$ cat config.mk
export PLATFORM = sky130hd
export DESIGN_NAME = param_sequence_detector
export DESIGN_NICKNAME = d
export VERILOG_FILES = /design/src/rtl/param_sequence_detector.sv
export SDC_FILE = /design/constraint.sdc
export NUM_CORES = 1
export LEC_CHECK = 0
export ABC_AREA = 1
export BUFFER_PORTS_ARGS = -buffer_cell sky130_fd_sc_hd__buf_2
export CAP_MARGIN = 0
export CORE_ASPECT_RATIO = 2
export CORE_MARGIN = 2
export CORE_UTILIZATION = 30
export CTS_CLUSTER_SIZE = 25
export DETAILED_ROUTE_END_ITERATION = 8
export SYNTH_ARGS = -nofsm -noshare
export SYNTH_HDL_FRONTEND = slang
export SYNTH_SLANG_ARGS = --single-unit
$ cat constraint.sdc
create_clock -name clk -period 1.7 [get_ports clk]
set_input_delay 0.085 -clock clk [delete_from_list [all_inputs] [get_ports clk]]
set_output_delay 0.085 -clock clk [all_outputs]
set_load 0.01 [all_outputs]
$ cat src/rtl/param_sequence_detector.sv
// Programmable PAT_W-bit serial pattern detector with overlap control and a saturating match counter.
// Optional combinational early-match output is enabled by defining PARAM_SEQ_DET_MEALY_EN.
module param_sequence_detector #(
  parameter int PAT_W = 4,
  parameter int CNT_W = 8
) (
  input  logic             clk,
  input  logic             reset_n,
  input  logic             pat_load,
  input  logic [PAT_W-1:0] pat_in,
  input  logic             overlap_en,
  input  logic             x_valid,
  input  logic             x,
  input  logic             cnt_clr,
  output logic             detector_out,
  output logic [CNT_W-1:0] match_count,
  output logic             count_sat,
`ifdef PARAM_SEQ_DET_MEALY_EN
  output logic             armed,
  output logic             match_early
`else
  output logic             armed
`endif
);

  localparam int FW = $clog2(PAT_W + 1);
  localparam logic [FW-1:0] FILL_FULL = FW'(PAT_W);
  localparam logic [FW-1:0] FILL_LAST = FW'(PAT_W - 1);

  typedef enum logic [1:0] {
    S_IDLE,
    S_FILL,
    S_DETECT
  } state_t;

  state_t           state_q, state_d;
  logic [PAT_W-1:0] pattern_q, pattern_d;
  logic [PAT_W-1:0] hist_q, hist_d;
  logic [FW-1:0]    fill_q, fill_d;
  logic [CNT_W-1:0] count_d;
  logic             det_d;
  logic [PAT_W-1:0] window;
  logic             accept;
  logic             match;

  // Candidate window: the PAT_W-1 most recent bits followed by the incoming bit.
  assign window = {hist_q[PAT_W-2:0], x};
  assign accept = x_valid & ~pat_load & (state_q != S_IDLE);
  assign match  = accept & ((fill_q == FILL_LAST) | (state_q == S_DETECT))
                & (window == pattern_q);

  assign armed     = (state_q != S_IDLE);
  assign count_sat = &match_count;

`ifdef PARAM_SEQ_DET_MEALY_EN
  assign match_early = match;
`endif

  always_comb begin
    state_d   = state_q;
    pattern_d = pattern_q;
    hist_d    = hist_q;
    fill_d    = fill_q;
    det_d     = 1'b0;
    if (pat_load) begin
      pattern_d = pat_in;
      hist_d    = '0;
      fill_d    = '0;
      state_d   = S_FILL;
    end else if (accept) begin
      det_d = match;
      if (match && !overlap_en) begin
        hist_d  = '0;
        fill_d  = '0;
        state_d = S_FILL;
      end else begin
        hist_d = window;
        if (state_q == S_FILL) begin
          fill_d = fill_q + FW'(1);
          if (fill_d == FILL_FULL) begin
            state_d = S_DETECT;
          end
        end
      end
    end
  end

  always_comb begin
    count_d = match_count;
    if (cnt_clr) begin
      count_d = match ? CNT_W'(1) : '0;
    end else if (match && !count_sat) begin
      count_d = match_count + CNT_W'(1);
    end
  end

  always_ff @(posedge clk or negedge reset_n) begin
    if (!reset_n) begin
      state_q      <= S_IDLE;
      pattern_q    <= '0;
      hist_q       <= '0;
      fill_q       <= '0;
      detector_out <= 1'b0;
      match_count  <= '0;
    end else begin
      state_q      <= state_d;
      pattern_q    <= pattern_d;
      hist_q       <= hist_d;
      fill_q       <= fill_d;
      detector_out <= det_d;
      match_count  <= count_d;
    end
  end

endmodule

After elaboration in Yosys (flattened, before gate mapping)
Index checks and enable logic that the tools add are counted.
- register bits after elaboration: 21
- bits of input ports: 11
- output and inout bits: 11
- $add $sub $neg: 2
- equality and inequality tests: 5
- muxes and demuxes: 17
- bitwise operators: 6
- reduce and logical (&&, ||, !) cells: 12
- operator list (cell ; number):
    2-to-1 mux 3 bit ; 7
    2-to-1 mux 8 bit ; 2
    2-to-1 mux 2 bit ; 5
    adder 8 x 1 -> 8 bit (second input constant) ; 1
    AND reduction 8 bit ; 1
    nonzero test 2 bit ; 3
    nonzero test 3 bit ; 2
    bitwise AND 1 bit ; 4
    == test 4 bit ; 1
    adder 3 x 1 -> 3 bit (second input constant) ; 1
    == test 3 x 2 -> 1 bit (second input constant) ; 1
    == test 3 bit (second input constant) ; 1
    2-to-1 mux 1 bit ; 3
    AND reduction 3 bit ; 1
    == test 2 x 1 -> 1 bit (second input constant) ; 1
    == test 2 bit (second input constant) ; 1
    logical AND 1 bit ; 2
    zero test 1 bit ; 2
    AND reduction 2 bit ; 1
    inverter 1 bit ; 1
    OR 1 bit ; 1

Longest topological paths before layout
- depth after elaboration: 9
- depth in mapped cells: 12
- mapped depth without buffers: 12

Worst setup path after synthesis
OpenSTA, ideal clock, no wires.
- path kind: reg2reg
- start: register match_count[0]
- end: register match_count[7]
- arrival time: 1.423 ns
- setup slack: 0.159 ns
- stages on the path, launching flop included: 11
- period minus slack after synthesis: 1.541 ns
- cells stage by stage: dfrtp_1 ha_1 nand2_1 nor2_1 nand2_1 nor2_2 nor2_4 inv_4 nand2_8 nand2_2 o21ai_2
- word-level cells in the longest chain between the ends: 4
- elaborated cells between the ends (all ways): 7
- ends and longest elaborated chain (element ; line ; RTL):
    from (decl) ; 16 ; output logic [CNT_W-1:0] match_count,
    from (signal assigned) ; 111 ; match_count <= count_d;
    AND reduction 8 bit ; 53 ; assign count_sat = &match_count;
    via count_sat ; 17 ; output logic count_sat,
    zero test 1 bit ; 92 ; end else if (match && !count_sat) begin
    logical AND 1 bit ; 92 ;
    nonzero test 2 bit (no source line) ; -- ;
The timed path passes the listed nets, and every way through them passes these cells. The select of a mux whose other input is x is not followed.
A chain may end at the register's enable or synchronous reset.

Worst setup path after layout
- start: register fill_q[0]
- end: register match_count[1]
- word-level cells in the longest chain between the ends: 6
- ends and longest elaborated chain (element ; line ; RTL):
    from (decl) ; 39 ; logic [FW-1:0] fill_q, fill_d;
    from (signal assigned) ; 109 ; fill_q <= fill_d;
    == test 3 x 2 -> 1 bit ; 49 ; assign match = accept & ((fill_q == FILL_LAST) | (state_q == S_DETECT))
    OR 1 bit ; 49 ;
    bitwise AND 1 bit ; 49 ;
    bitwise AND 1 bit ; 50 ; & (window == pattern_q);
    logical AND 1 bit ; 92 ;
    nonzero test 2 bit (no source line) ; -- ;
No other way between the ends.

==> out/results.ini <==
[run_status]
status=finished clean

[sta]
finalSetupViolations=0
fin_crit_sh_pct=95.07
skew_ps=2.624
finalCriticalPeriod_ps=1616
tns_ps=0
slew-limit-headroom_pct=68.78
slew_viol_final=0
tightest_slew_ps=468.3
max_freq_ghz=0.6188
final-hold-violation-count=0

[power_and_ir_drop]
leakage_nw=0.7681
ir_drop_uv=361.5
p_per_area_mw_per_mm2=700.8

[clock_network]
cts_made_buffers=3
clkTransAtPathRegs_ps=80
clk_latency_ps=260
root_buffer=clkbuf_8
ctsHtreeMaxLevel=1
cts_tree=built
numClockSinks=21
clock_path_buffers=2

[global_route]
grt_max_degree=22
grt.busiest_layer=met2
track_usage_pct=12.86
grt_pass1_vias=1052
grt_pass1_wl_mm=4.540
grt_use_met2_pct=24.66
use_met3_pct=1.278
use_met1_pct=12.88
antenna_found_initial=0
overflow=0

[yosys]
seq_area_frac_synth_pct=43.70
synth_warnings=0
synth_cells=147
ys_types=25
synth_nets=162
netlist_area_mm2=0.001202
syn_area_per_cell_um2=8.180
netlist.area_leader.share_pct=43.70
ys_ff_latch=21
synth_area_leaders=dfrtp_1, nand2_1, inv_1, o21ai_0, ha_1
synth_top_cell_by_area=dfrtp_1

[routing]
drt_iter0_drc=7
postRouteAntennaNets=0
wl_per_cell_um=11.54
wirelength_mm=2.632
route.vias.total=1026
drc=0
via_per_inst=4.500
drtPass1Iterations=3

[critical_path]
criticalPathCategory=reg2reg
cp-start-kind=register
path_max_fanout=7
arrival_ps=1770
cp-end-kind=register
cp.required_ps=1850
reg2reg_depth=11

[flow_run]
maxCapViolCount=0

[place]
hpwl_mm=2.033
port_buffers=21
gp_congestion=0.7800
placed_area_mm2=0.001383
dp.cells=221

[layout]
drive_above_1_share_pct=29.94
post-route-util_pct=39.06
final_common_cell=nand2_1
area_growth_pct=24.87
fillers=426
fin_area_mm2=0.001501
nNetsFinal=193
layout_common_cells=nand2_1, inv_1, dfrtp_1, buf_2, o21ai_0
fin_cells=228
antennaDiodeCount=0

[die]
die-area_mm2=0.004561
core_area_mm2=0.003844
die_w_um=48.77
io_pins=22
die_height_um=93.53
rows=32
initial_core_util_pct=31.28

[worst_hold_path]
hold_depth=3
hp-class=in2reg

-- cells by family after synthesis --
group | share of synthesized area (%)
AND/OR/NAND/NOR | 29.55
flip-flops | 43.70
XOR/XNOR | 2.914
AO/OA/AOI/OAI | 9.988
adder cells (fa/ha/maj) | 4.162
buffers and inverters | 9.677
-- Yosys cell counts (all sizes together) --
master and n:
o211ai 1, nand4 6, nand2 44, xor2 3
a21oi 1, dfrtp 21, inv 25, o22ai 2
or2 1, xnor2 1, clkinv 1, o21ai 16
ha 4, nor2 12, nand3 8, buf 1
-- final timing paths --
path / start / to / slack (ps)
setup / recovery: fill_q[0] / match_count[1] / 80
hold / removal: pat_in[1] / pattern_q[1] / 20
setup reg to reg: fill_q[0] / match_count[1] / 80
hold reg to reg: fill_q[2] / fill_q[2] / 500
max in group asynchronous: reset_n / match_count[2] / 1060
min in group asynchronous: reset_n / match_count[4] / 310
-- through the flow --
step	total power [mW]	hold WS, ps	worst slack, ps
final	1.052	22.76	83.86
after global routing	1.116	37.32	-29.51
after CTS	1.039	23.01	0.7085
after detailed placement	0.7036	73.50	-1.324
after global placement	0.7046	79.63	69.18
after floorplan	0.6526	-210.6	159.0
-- where the power goes --
group	internal, mW	switching (mW)
Combinational	0.0665	0.105
Sequential	0.528	0.0221
Clock	0.167	0.164
Total	0.761	0.291
-- sequential cells by signal, summed over array words and instances, names as in the netlist --
register / flops
match_count: 8
pattern_q: 4
fill_q: 3
hist_q: 3
state_q: 2
detector_out: 1
-- layer usage --
layer  wire, um  vias to the layer above
met4         80                        0
met2       1467                       25
met1       1001                      469
li1           -                      525
met5          0                        -
met3         83                        7
-- cell type report --
type | instances | area, um^2 | share of cell area [%]
Clock buffer | 4 | 45.04 | 3.000
Inverter | 26 | 105.1 | 7.000
Multi-Input combinational cell | 99 | 609.3 | 40.58
Sequential cell | 21 | 525.5 | 35.00
Tap cell | 51 | 63.81 | 4.250
Timing Repair Buffer | 27 | 152.6 | 10.17
-- repair_timing --
action / in CTS / in global routing
hold buffers: 1 / 0
hold endpoints to repair: 21 / 0
gates resized for setup: 0 / 11
buffers inserted: 0 / 2
setup endpoints to repair: 6 / 15
pin swaps: 1 / 6
-- worst max-delay path, cell delays in order (launching register included) --
cell	delay, ps
dfrtp_1	400
ha_4	170
ha_4	110
inv_1	30
nand2_1	60
o21ai_2	60
nor2_2	130
nand2_2	100
nor2_4	200
inv_4	80
nand2_8	100
o21ai_2	60
No activity file was read; power rests on OpenSTA's default activity.
